<file path="src/rtl/tone_pkg.sv">
// rtl/tone_pkg.sv - shared note table, widths, detector states and match helper
// Used by the tone generator's switch decoder and by tone_detector, so both
// ends of the tone path agree on the divider values for each note.
package tone_pkg;

    localparam int NUM_NOTES = 8;
    localparam int MC_W      = 17;
    localparam int IDX_W     = $clog2(NUM_NOTES);
    localparam int CNT_W     = 20;

    typedef logic [MC_W-1:0] maxcount_t;
    typedef logic [0:NUM_NOTES-1][MC_W-1:0] note_table_t;

    // Divider terminal counts for C5..C6 at 100 MHz; half-period is value+1.
    localparam note_table_t NOTE_MAXCOUNT = '{
        17'd95556, 17'd85131, 17'd75843, 17'd71586,
        17'd63776, 17'd56818, 17'd50619, 17'd47778
    };

    typedef enum logic [1:0] {IDLE, MEASURE, CONFIRM, LOCKED} tone_state_t;

    // True when a measured half-period lies within tol of maxcount+1.
    // Measurements above the 17-bit range never match.
    function automatic logic hp_matches(input logic [CNT_W-1:0] hp,
                                        input maxcount_t        maxcount,
                                        input logic [CNT_W-1:0] tol);
        logic [CNT_W-1:0] expected;
        logic [CNT_W-1:0] diff;
        expected = {{(CNT_W-MC_W){1'b0}}, maxcount} + CNT_W'(1);
        diff     = (hp >= expected) ? (hp - expected) : (expected - hp);
        return (hp <= CNT_W'(20'h1FFFF)) && (diff <= tol);
    endfunction

endpackage

</file>
<file path="src/rtl/tone_detector_edge_sync.sv">
// rtl/tone_detector_edge_sync.sv - two-flop synchronizer plus edge-detect flop
// Ports: clk, rst (async active-high), din (asynchronous pin),
//        toggle (one-cycle pulse on either transition of the synchronized level).
module edge_sync (
    input  logic clk,
    input  logic rst,
    input  logic din,
    output logic toggle
);

    logic s1;
    logic s2;
    logic s3;

    always_ff @(posedge clk or posedge rst) begin
        if (rst) begin
            s1 <= 1'b0;
            s2 <= 1'b0;
            s3 <= 1'b0;
        end else begin
            s1 <= din;
            s2 <= s1;
            s3 <= s2;
        end
    end

    assign toggle = s2 ^ s3;

endmodule

</file>
<file path="src/rtl/tone_detector.sv">
// rtl/tone_detector.sv - recovers the playing note from the tone square wave
// Ports: CLK, RST (async active-high), SIN (asynchronous square wave),
//        NOTE_OH (one-hot locked note), NOTE_VLD (locked), NOTE_NEW (lock/change pulse),
//        HALF_PER (last half-period in CLK cycles, saturating).
// NOTE_TABLE defaults to the shared table; it is a parameter so a scaled
// table can be used when the absolute audio periods are impractical.
module tone_detector
    import tone_pkg::*;
#(
    parameter int          TOL         = 256,
    parameter int          N_CONFIRM   = 4,
    parameter int          TIMEOUT_CYC = 1_000_000,
    parameter note_table_t NOTE_TABLE  = NOTE_MAXCOUNT
) (
    input  logic                 CLK,
    input  logic                 RST,
    input  logic                 SIN,
    output logic [NUM_NOTES-1:0] NOTE_OH,
    output logic                 NOTE_VLD,
    output logic                 NOTE_NEW,
    output logic [MC_W-1:0]      HALF_PER
);

    localparam int               HIT_W     = $clog2(N_CONFIRM + 1);
    localparam logic [CNT_W-1:0] TIMEOUT_V = CNT_W'(TIMEOUT_CYC);
    localparam logic [CNT_W-1:0] TOL_V     = CNT_W'(TOL);
    localparam logic [CNT_W-1:0] HP_MAX    = CNT_W'(20'h1FFFF);
    localparam logic [HIT_W-1:0] HITS_LOCK = HIT_W'(N_CONFIRM);

    logic toggle;

    edge_sync u_sync (
        .clk    (CLK),
        .rst    (RST),
        .din    (SIN),
        .toggle (toggle)
    );

    logic [CNT_W-1:0] cnt;
    tone_state_t      state, state_nx;
    logic [IDX_W-1:0] cand, cand_nx;
    logic [HIT_W-1:0] hits, hits_nx;
    logic             match_hit;
    logic [IDX_W-1:0] match_idx;
    logic [MC_W-1:0]  hp_clip;

    // cnt holds the cycles since the previous edge when an edge arrives.
    assign hp_clip = (cnt > HP_MAX) ? MC_W'(17'h1FFFF) : cnt[MC_W-1:0];

    // Scan downward so the lowest matching index is the one left standing.
    always_comb begin
        match_hit = 1'b0;
        match_idx = '0;
        for (int i = NUM_NOTES - 1; i >= 0; i--) begin
            if (hp_matches(cnt, NOTE_TABLE[i], TOL_V)) begin
                match_hit = 1'b1;
                match_idx = IDX_W'(i);
            end
        end
    end

    // hits counts consecutive matches of cand and saturates at N_CONFIRM,
    // so LOCKED is simply "hits reached N_CONFIRM".
    always_comb begin
        state_nx = state;
        cand_nx  = cand;
        hits_nx  = hits;
        if (toggle) begin
            if (state == IDLE) begin
                state_nx = MEASURE;
                hits_nx  = '0;
            end else if (!match_hit) begin
                state_nx = MEASURE;
                hits_nx  = '0;
            end else begin
                if (state != MEASURE && match_idx == cand) begin
                    if (hits != HITS_LOCK) begin
                        hits_nx = hits + HIT_W'(1);
                    end
                end else begin
                    cand_nx = match_idx;
                    hits_nx = HIT_W'(1);
                end
                state_nx = (hits_nx == HITS_LOCK) ? LOCKED : CONFIRM;
            end
        end else if (state != IDLE && cnt >= TIMEOUT_V) begin
            state_nx = IDLE;
            hits_nx  = '0;
        end
    end

    always_ff @(posedge CLK or posedge RST) begin
        if (RST) begin
            state <= IDLE;
            cand  <= '0;
            hits  <= '0;
            cnt   <= '0;
        end else begin
            state <= state_nx;
            cand  <= cand_nx;
            hits  <= hits_nx;
            if (toggle) begin
                cnt <= CNT_W'(1);
            end else if (state_nx == IDLE) begin
                cnt <= '0;
            end else if (cnt < TIMEOUT_V) begin
                cnt <= cnt + CNT_W'(1);
            end
        end
    end

    always_ff @(posedge CLK or posedge RST) begin
        if (RST) begin
            NOTE_OH  <= '0;
            NOTE_VLD <= 1'b0;
            NOTE_NEW <= 1'b0;
            HALF_PER <= '0;
        end else begin
            NOTE_VLD <= (state_nx == LOCKED);
            NOTE_OH  <= (state_nx == LOCKED) ? (NUM_NOTES'(1) << cand_nx) : '0;
            NOTE_NEW <= (state_nx == LOCKED) && (state != LOCKED || cand_nx != cand);
            if (toggle && state != IDLE) begin
                HALF_PER <= hp_clip;
            end else if (state_nx == IDLE) begin
                HALF_PER <= '0;
            end
        end
    end

endmodule

</file>
<file path="config.mk">
export PLATFORM = sky130hd
export DESIGN_NAME = tone_detector
export DESIGN_NICKNAME = d
export VERILOG_FILES = /design/src/rtl/tone_pkg.sv /design/src/rtl/tone_detector_edge_sync.sv /design/src/rtl/tone_detector.sv
export SDC_FILE = /design/constraint.sdc
export NUM_CORES = 1
export LEC_CHECK = 0
export CAP_MARGIN = 20
export CORE_ASPECT_RATIO = 1.25
export CORE_MARGIN = 8
export CORE_UTILIZATION = 24
export DETAILED_ROUTE_END_ITERATION = 7
export GPL_TIMING_DRIVEN = 0
export SYNTH_ARGS = -nofsm -noshare
export SYNTH_HDL_FRONTEND = slang
export SYNTH_SLANG_ARGS = --single-unit
</file>
<file path="constraint.sdc">
create_clock -name CLK -period 11.95 [get_ports CLK]
set_input_delay 2.39 -clock CLK [delete_from_list [all_inputs] [get_ports CLK]]
set_output_delay 2.39 -clock CLK [all_outputs]
set_load 0.03 [all_outputs]
</file>
* After elaboration in Yosys (flattened, before gate mapping)
Cells that the tools add are included.
Widths: inputs -> output; s select.
** Word-level totals
- Register bits after elaboration :: 58
- Input bits :: 3
- Output and inout port bits :: 27
- Logic and storage cells :: 126
** Operators by class
- Add/subtract/negate cells :: 18
- $lt $le $gt $ge :: 20
- Equality and inequality tests :: 7
- Shifts and indexed selects :: 1
- Multiplexer cells :: 49
- Bitwise logic cells :: 1
- Reduce and logical (&&, ||, !) cells :: 19
** Operator list (number)
- $mux 20 :: 11
- $le 20x9->1 const B :: 8
- $ge 20x16->1 const B :: 4
- $ge 20x17->1 const B :: 4
- $sub 16x20->20 const A :: 4
- $sub 17x20->20 const A :: 4
- $sub 20x16->20 const B :: 4
- $sub 20x17->20 const B :: 4
- $mux 3 :: 21
- $mux 17 :: 3
- $add 20x1->20 const B :: 1
- $ge 20x20->1 const B :: 1
- $gt 20x17->1 const B :: 1
- $le 20x17->1 const B :: 1
- $lt 20x20->1 const B :: 1
- $logic_and 1x1->1 :: 12
- $mux 1 :: 9
- $mux 2 :: 4
- $mux 8 :: 1
- $shl 1x3->8 const A :: 1
- $reduce_bool 2->1 :: 3
- $logic_not 2->1 :: 2
- $add 3x1->3 const B :: 1
- $eq 3x3->1 :: 1
- other kinds (9) :: 9

* Longest topological paths before layout
Gate-level depths: netlist of run 1.
- Depth after elaboration :: 26
- Gate-level depth with buffers :: 20
- Depth with buffers taken out :: 14

* By module
From an unflattened synthesis of run 1, not the netlist that was laid out.
** Second synthesis, totals
- Cell total of the unflattened synthesis :: 1394
- Area total of the unflattened synthesis :: 9783.1 µm²
** By module, submodules not included
- tone_detector :: instances 1, cells an instance 1389, area each 9695.5 µm², seq. area each 1376.3 µm²
- edge_sync :: instances 1, cells an instance 5, area each 87.6 µm², seq. area each 75.1 µm²

* Worst setup path before layout of run 1
No wires, ideal clock.
- Path type :: reg2reg
- Start point :: reg cnt[3]
- End point :: reg NOTE_OH[6]
- Setup time :: 94 ps
- Arrival :: 4786 ps
- Required time :: 11856 ps
- Setup slack :: 7070 ps
- Stages on the path, launching flop included :: 19
- Buffers on the path :: 6
- Clock period less this slack :: 4880 ps
- Cells stage by stage :: dfrtp_1 > buf_2 > clkbuf_1 > clkbuf_1 > inv_1 > ha_1 > clkbuf_1 > clkbuf_1 > or3_1 > a211o_1 > a211oi_1 > o211ai_1 > or4_1 > and4bb_2 > xnor2_2 > nor4bb_2 > buf_2 > nor4b_1 > a211oi_1
** Between the ends
- Cells in the longest elaborated chain, start to end :: 25
- Elaborated cells between the ends (all ways) :: 86
- Classes of those cells :: 16 x add/sub; 18 x order compare; 3 x eq/ne; 1 x shift; 38 x mux; 10 x reduce/logical
** RTL lines
- start, declared :: line tone_detector.sv:39 : logic [CNT_W-1:0] cnt;
- start signal, assigned :: line tone_detector.sv:107 : cnt <= cnt + CNT_W'(1);
- $sub 16x20->20, or another cell as far along :: line tone_pkg.sv:30 : diff = (hp >= expected) ? (hp - expected) : (expected - hp);
- $mux 20 :: line tone_pkg.sv:30
- $le 20x9->1 :: line tone_pkg.sv:31 : return (hp <= CNT_W'(20'h1FFFF)) && (diff <= tol);
- $logic_and 1x1->1 :: line tone_pkg.sv:31
- $mux 3 (8 in a row) :: line tone_detector.sv:55 : if (hp_matches(cnt, NOTE_TABLE[i], TOL_V)) begin
- $eq 3x3->1 :: line tone_detector.sv:76 : if (state != MEASURE && match_idx == cand) begin
- $logic_and 1x1->1 :: line tone_detector.sv:76
- $mux 3 :: line tone_detector.sv:76
- [... 2 more ...]
- $mux 3 :: line tone_detector.sv:68 : if (toggle) begin
- $eq 3x3->1 :: line tone_detector.sv:84 : state_nx = (hits_nx == HITS_LOCK) ? LOCKED : CONFIRM;
- $mux 1 :: line tone_detector.sv:84
- $mux 2 :: line tone_detector.sv:72 : end else if (!match_hit) begin
- $mux 2 :: line tone_detector.sv:69 : if (state == IDLE) begin
- $mux 2 :: line tone_detector.sv:68
- $eq 2x2->1 :: line tone_detector.sv:120 : NOTE_OH <= (state_nx == LOCKED) ? (NUM_NOTES'(1) << cand_nx) : '0;
- $mux 8 (*) :: line tone_detector.sv:120
- end signal, assigned :: line tone_detector.sv:120
- end, declared :: line tone_detector.sv:18 : output logic [NUM_NOTES-1:0] NOTE_OH,
Mark *: on every way between the ends. The rest lies on a longest branch, timed or not. The select of a mux whose other input is x is not followed.
A chain may end at the register's enable or synchronous reset.

* Worst setup path in the final report of run 1
Ends and elaborated chain as after synthesis.

==> results.json, run 1 <==
{
  "cpMaxStageDelayCell": "o21ai_0",
  "hold_path.class": "register to register",
  "clock_skew_ns": 0.01816,
  "cpMostUsedCell": "clkbuf_1",
  "num_vias": 11970,
  "critPathLaunch": "cnt[3]$_DFFE_PP0P_",
  "drtIter0Drc": 1660,
  "grtUsageTotal_pct": 26.73,
  "reg2reg_slack_ns": 4.99,
  "worstPathArrival_ns": 7.21,
  "synth.cell_area_sq_mm": 0.009234,
  "fin_cells": 1824,
  "die_h_um": 235.3,
  "cts_setup_buffers": 0,
  "relSlewSlack_pct": 9.160,
  "routed_via_density": 6.563,
  "cp-start-kind": "register",
  "grt_pass1_vias": 11790,
  "grt_overflow": 0,
  "yosys.area.top_type_share_pct": 15.72,
  "p_seq_share_pct": 31.0,
  "cts_tree": "built",
  "synth.largest_area_cell": "dfrtp_1",
  "clockPowerShare_pct": 36.3,
  "r2r_start": "cnt[3]$_DFFE_PP0P_",
  "power_switching_share_pct": 40.61,
  "leakagePower_nw": 3.804,
  "crit_path_end_kind": "register",
  "tightestPinTransition_ns": 1.358,
  "rsz0062_at_grt": "false",
  "drc": 0,
  "setup_violations": 0,
  "yosysWarnings": 0,
  "syn_inst": 1283,
  "clkSinkCount": 58,
  "fill_cells": 4271,
  "fin_setup_tns_ns": 0,
  "finalCritPeriodShare_pct": 58.22,
  "outcome": "finished clean",
  "power.net_switching_w": 0.0002974,
  "dp_hpwl_um": 47100,
  "path_clk_slew_ns": 0.06,
  "grt_max_degree": 32,
  "critPathRequiredTime_ns": 12.20,
  "wl_per_cell_um": 34.12,
  "port-buffer-count": 29,
  "syn_avg_cell_area_sq_um": 7.197,
  "criticalPathCategory": "register to register",
  "core_sq_mm": 0.03804,
  "cts_hold_buffers": 0,
  "pin_count": 30,
  "multiInputGateArea_sq_mm": 0.007107,
  "finalHoldViolCount": 0,
  "clockBufferDepth": 2,
  "comb_power_share_pct": 32.7,
  "cts_inserted_buffers": 9,
  "min_period_ns": 6.957,
  "htree_levels": 3,
  "fp-row-count": 80,
  "die_x_um": 191.4,
  "r2r-end": "NOTE_OH[6]$_DFF_PP0_",
  "routed_wl_um": 62240,
  "synth_commonest_cells": "nand2_1 (108), nor2_1 (105), a21oi_1 (84)",
  "fp.dieArea_sq_mm": 0.04505,
  "ys_ff_latch": 58,
  "drv_slew": 0,
  "cts_root_buf": "clkbuf_16",
  "dp_cells": 1806,
  "slowest_delay_ns": 0.88,
  "synth_area_leaders": "dfrtp_1 (16%), xnor2_1 (5.9%), a21oi_1 (4.6%), nand2_1 (4.4%), o21ai_0 (4.3%)",
  "cp_cell_sequence": "buf_2 > clkbuf_1 > clkbuf_1 > inv_1 > ha_1 > clkbuf_1 > nor2b_1 > o21ai_0 > a21oi_1 > o32ai_1 > a32oi_1 > a2111oi_0 > and4_1 > and4bb_2 > xnor2_2 > nor4bb_2 > buf_2 > nor4b_1 > a211oi_1",
  "drive_above_1_share_pct": 9.309,
  "seqCellArea_sq_mm": 0.001451,
  "ir_worst_vdd_v": 0.00004519,
  "max_freq_ghz": 0.1437,
  "synth-edff-count": 0,
  "ys.flop_type": "dfrtp_1",
  "grt_pass1_wl_um": 87130,
  "insertedDiodeCount": 0,
  "hold_start": "u_sync.s1$_DFF_PP0_",
  "crit_path_end": "NOTE_OH[6]$_DFF_PP0_",
  "cts_resized": 0,
  "drtAntennaViolNets": 0,
  "synthArstFlopShare_pct": 100.0,
  "clk_latency_ns": 0.36,
  "reg2regPathDepth": 19,
  "antenna_found_initial": 1,
  "p_int_w": 0.0004349,
  "syn-num-nets": 1301,
  "power_density_mw_per_mm2": 70.07,
  "maxCapViolations": 0,
  "gp_congestion": 1.056,
  "area_growth_syn_to_layout_pct": 13.17,
  "dr.pass1.iters": 7,
  "cp_max_fo": 10,
  "ys_seq_area_share_pct": 15.72,
  "synth_most_common_cell": "nand2_1",
  "nNetsFinal": 1345,
  "start_util_pct": 24.28,
  "ys_types": 103
}
metrics by stage:
stage               instance area, sq um  hold slack (ns)  power [W]  util [%]  setup slack (ns)
detailed placement                 10160           0.3465  0.0004618     26.72             5.182
global route                       10450           0.3611  0.0007536     27.47             4.753
global placement                   10140           0.3432  0.0004604     26.66             5.165
CTS                                10440           0.3558  0.0007239     27.44             5.170
finish                             10450           0.3510  0.0007323     27.47             4.993
floorplan                           9234           0.3312  0.0003677         -             7.070
critical path, delay by kind of cell (launching register included):
family                     cells  cell delay, ns
AOI/OAI and AO/OA              6            2.17
DFF                            1            0.43
and+or+nand+nor                5            1.42
xor gates and xnor gates       1            0.17
buffers and inverters          6            2.28
adders and majority gates      1            0.37
final cells by class:
cell class,count,share of cell area (%)
well taps,492,5.891
repair buffers,33,3.137
multi-input cells,1075,68.01
clock inverters,5,0.2874
clock buffers,11,2.323
inverters,26,0.9339
flip-flops and latches,58,13.89
plain buffers,124,5.532
flip-flops by register name (all words and copies together), names as in the netlist, 2 cells and up:
signal	flops
HALF_PER	17
NOTE_OH	8
cand	3
cnt	20
hits	3
state	2
cell usage in the layout (no fill, tap or decap), drive strengths merged, types with 12 or more instances in the layout:
cell type	Yosys	final
a211o	13	13
a211oi	20	20
a21o	14	14
a21oi	86	86
a31oi	36	36
a41oi	13	13
and2	19	19
and3	14	14
buf	71	73
clkbuf	53	66
clkdlybuf4s50	0	29
dfrtp	58	58
ha	15	15
inv	24	24
mux2i	32	32
nand2	108	108
nand2b	21	21
nand3	41	41
nand4	19	19
nor2	106	106
nor2b	14	14
nor3	44	44
nor4	24	24
o211ai	23	23
o21a	13	13
o21ai	84	84
o31ai	13	13
or2	12	12
or3	18	18
xnor2	63	63
worst min path at each step:
stage,end,cells past startpoint
finish,u_sync.s2$_DFF_PP0_,0
global route,u_sync.s2$_DFF_PP0_,0
CTS,u_sync.s2$_DFF_PP0_,0
detailed placement,u_sync.s2$_DFF_PP0_,0
global placement,u_sync.s2$_DFF_PP0_,0
floorplan,u_sync.s2$_DFF_PP0_,0
power groups by stage:
stage / registers, W / clock network (W) / logic [W]
3_3_place_gp: 0.000230 / 0 / 0.000231
6_report: 0.000227 / 0.000266 / 0.000239
5_1_grt: 0.000229 / 0.000272 / 0.000253
3_5_place_dp: 0.000230 / 0 / 0.000232
4_1_cts: 0.000227 / 0.000265 / 0.000233
2_1_floorplan: 0.000254 / 0 / 0.000113
kinds of logic after synthesis:
| kind of cell | synth area share, % |
|---|---|
| AND/OR/NAND/NOR | 30.11 |
| buffers and inverters | 7.317 |
| XOR/XNOR | 7.100 |
| AO/OA/AOI/OAI | 33.65 |
| adder cells (fa/ha/maj) | 2.033 |
| flip-flops | 15.72 |
| multiplexers | 4.079 |
per-layer routing:
| layer | vias to the layer above | share of wire [%] | track usage [%] |
|---|---|---|---|
| li1 | 4974 | - | - |
| met1 | 5825 | 36 | 29.32 |
| met2 | 884 | 45 | 42.57 |
| met3 | 286 | 9.6 | 6.995 |
| met4 | 2 | 9.6 | 22.14 |
| met5 | - | 0.019 | 0 |
(Power assumes the default switching activity.)
==> inputs of run 2 (changes only) <==
clock period = 6.7 ns   (was 11.95 ns; I/O delays follow)
==> results.json, run 2 (same netlist as run 1, synthesis figures left out) <==
{
  "outcome": "finished clean",
  "cp_cell_sequence": "buf_2 > clkbuf_1 > clkbuf_2 > inv_1 > ha_1 > nand2b_1 > a311o_1 > a41oi_2 > o311ai_1 > a22oi_1 > a41oi_1 > or4_1 > or3b_1 > nor3_2 > nand2b_4 > buf_6 > or4_1 > a21oi_1",
  "tightestPinTransition_ns": 1.262,
  "path_buf_inv": 5,
  "port-buffer-count": 29,
  "use_met2_pct": 42.57,
  "routed_wl_um": 62220,
  "die_x_um": 191.4,
  "clockPowerShare_pct": 36.3,
  "worstPathArrival_ns": 6.86,
  "busiest_layer": "met2",
  "fin_setup_tns_ns": 0,
  "setup_ws_ns": 0.1093,
  "cts_root_buf": "clkbuf_16",
  "min_period_ns": 6.591,
  "cts_setup_buffers": 0,
  "area_growth_syn_to_layout_pct": 13.44,
  "regMostFlops": "cnt",
  "final_common_cell": "nand2_1",
  "p_int_w": 0.0007763,
  "htree_levels": 3,
  "use_met3_pct": 6.995,
  "crit_path_end_kind": "register",
  "grtUsageTotal_pct": 26.73,
  "reg2reg_slack_ns": 0.11,
  "start_util_pct": 24.28,
  "whs_ns": 0.3511,
  "fp.dieArea_sq_mm": 0.04505,
  "gp_congestion": 1.056,
  "maxCapViolations": 0,
  "antenna_found_initial": 1,
  "drtAntennaViolNets": 0,
  "critPathLaunch": "cnt[3]$_DFFE_PP0P_",
  "hold_start": "u_sync.s1$_DFF_PP0_",
  "reg2regPathDepth": 18,
  "clk_latency_ns": 0.36,
  "power_switching_share_pct": 40.70,
  "drv_slew": 0,
  "nNetsFinal": 1345,
  "power.net_switching_w": 0.0005328,
  "hold_path.class": "register to register",
  "drtIter0Drc": 1651,
  "power_density_mw_per_mm2": 125.0,
  "grt_max_degree": 32,
  "grt_pass1_vias": 11790,
  "relSlewSlack_pct": 15.57,
  "r2r-end": "NOTE_OH[1]$_DFF_PP0_",
  "final_cell_mix": "nand2_1 (108), nor2_1 (104), a21oi_1 (84)",
  "cpMostUsedCell": "or4_1",
  "clockBufferDepth": 2,
  "r2r_start": "cnt[3]$_DFFE_PP0P_",
  "pre_cts_ws_ns": -0.06803,
  "grt_overflow": 0,
  "dr.pass1.iters": 5,
  "finalHoldViolCount": 0,
  "cpMaxStageDelayCell": "or4_1",
  "p_seq_share_pct": 30.9,
  "leakagePower_nw": 3.817,
  "largest_register_ffs": 20,
  "wl_per_cell_um": 34.11,
  "criticalPathCategory": "register to register",
  "finalCritPeriodShare_pct": 98.37,
  "critPathRequiredTime_ns": 6.97,
  "num_vias": 11850,
  "grt_pass1_wl_um": 87130,
  "cp_num_cells": 18,
  "rsz0062_at_grt": "false",
  "drive_above_1_share_pct": 9.760,
  "cts_hold_buffers": 0,
  "slowest_delay_ns": 0.73,
  "largestRegisters": "cnt (20), HALF_PER (17), NOTE_OH (8)",
  "clkSinkCount": 58,
  "cp_top_family": "compound AO/OA/AOI/OAI gates",
  "pin_count": 30,
  "insertedDiodeCount": 0,
  "cp-start-kind": "register",
  "path_clk_slew_ns": 0.06,
  "worstHoldPathCells": 0,
  "clock_skew_ns": 0.01951,
  "drc": 0,
  "dp_hpwl_um": 47100,
  "routed_via_density": 6.496,
  "cp_max_fo": 10,
  "comb_power_share_pct": 32.8,
  "worstHoldEndpoint": "u_sync.s2$_DFF_PP0_",
  "met1_usage_pct": 29.32,
  "cts_tree": "built",
  "max_freq_ghz": 0.1517,
  "core_sq_mm": 0.03804,
  "ir_worst_vdd_v": 0.00008106,
  "cts_inserted_buffers": 9,
  "setup_violations": 0,
  "fp-row-count": 80,
  "die_h_um": 235.3
}
==> run 2: cell count changes in the layout (fill, tap and decap cells not counted), moves of 2 or more <==
cell,change
clkbuf_1,-2
clkbuf_2,+2
o21ai_0,-2
o21ai_1,+2
==> run 2: what timing repair did <==
item | CTS | global route
setup endpoints to repair | 10 | 15
cloned | 0 | 0
gates resized for setup | 1 | 9
==> run 2: worst max-delay path by stage <==
stage	endpoint	slack (ns)
after global placement	NOTE_OH[6]$_DFF_PP0_	-0.09
after detailed placement	NOTE_OH[7]$_DFF_PP0_	-0.07
final	NOTE_OH[1]$_DFF_PP0_	0.11
after global routing	NOTE_OH[5]$_DFF_PP0_	0.007
after CTS	NOTE_OH[7]$_DFF_PP0_	0.13
after floorplan	NOTE_OH[6]$_DFF_PP0_	1.82
==> run 2: routing by layer <==
layer  routed length (um)  vias to the layer above  share of wire (%)
met3                 5863                      264                9.4
met2                28270                      851                 45
li1                     -                     4968                  -
met4                 5843                        2                9.4
met1                22230                     5763                 36
met5                   12                        -              0.019
==> run 2: area by class of cell <==
class | count | area [sq um]
plain buffers | 124 | 580.6
multi-input cells | 1075 | 7129
inverters | 26 | 97.59
repair buffers | 33 | 327.8
flip-flops and latches | 58 | 1451
clock inverters | 5 | 30.03
well taps | 492 | 615.6
fillers | 4279 | 27560
clock buffers | 11 | 242.7
==> run 2: through the flow <==
step           total power, W  instance area (sq um)  cells  util (%)
2_1_floorplan       0.0006559                   9234   1283         -
3_3_place_gp        0.0008212                  10140   1804     26.66
3_5_place_dp        0.0008237                  10160   1806     26.72
4_1_cts              0.001291                  10440   1822     27.44
5_1_grt              0.001346                  10480   1824     27.54
6_report             0.001309                  10480   1824     27.54
==> run 2: power groups by stage <==
| stage | Combinational [W] | Clock (W) | Sequential [W] |
|---|---|---|---|
| floorplan | 0.000202 | 0 | 0.000454 |
| global placement | 0.000412 | 0 | 0.000410 |
| detailed placement | 0.000413 | 0 | 0.000411 |
| CTS | 0.000415 | 0.000472 | 0.000404 |
| global route | 0.000453 | 0.000485 | 0.000409 |
| finish | 0.000429 | 0.000475 | 0.000405 |
==> run 2: worst register-to-register path, delay by kind of cell, from the launching register on <==
family	cells	cell delay, ns
compound gates	6	2.22
fa+ha+maj	1	0.43
buf+inv	5	1.38
flops	1	0.43
simple gates	6	2.04
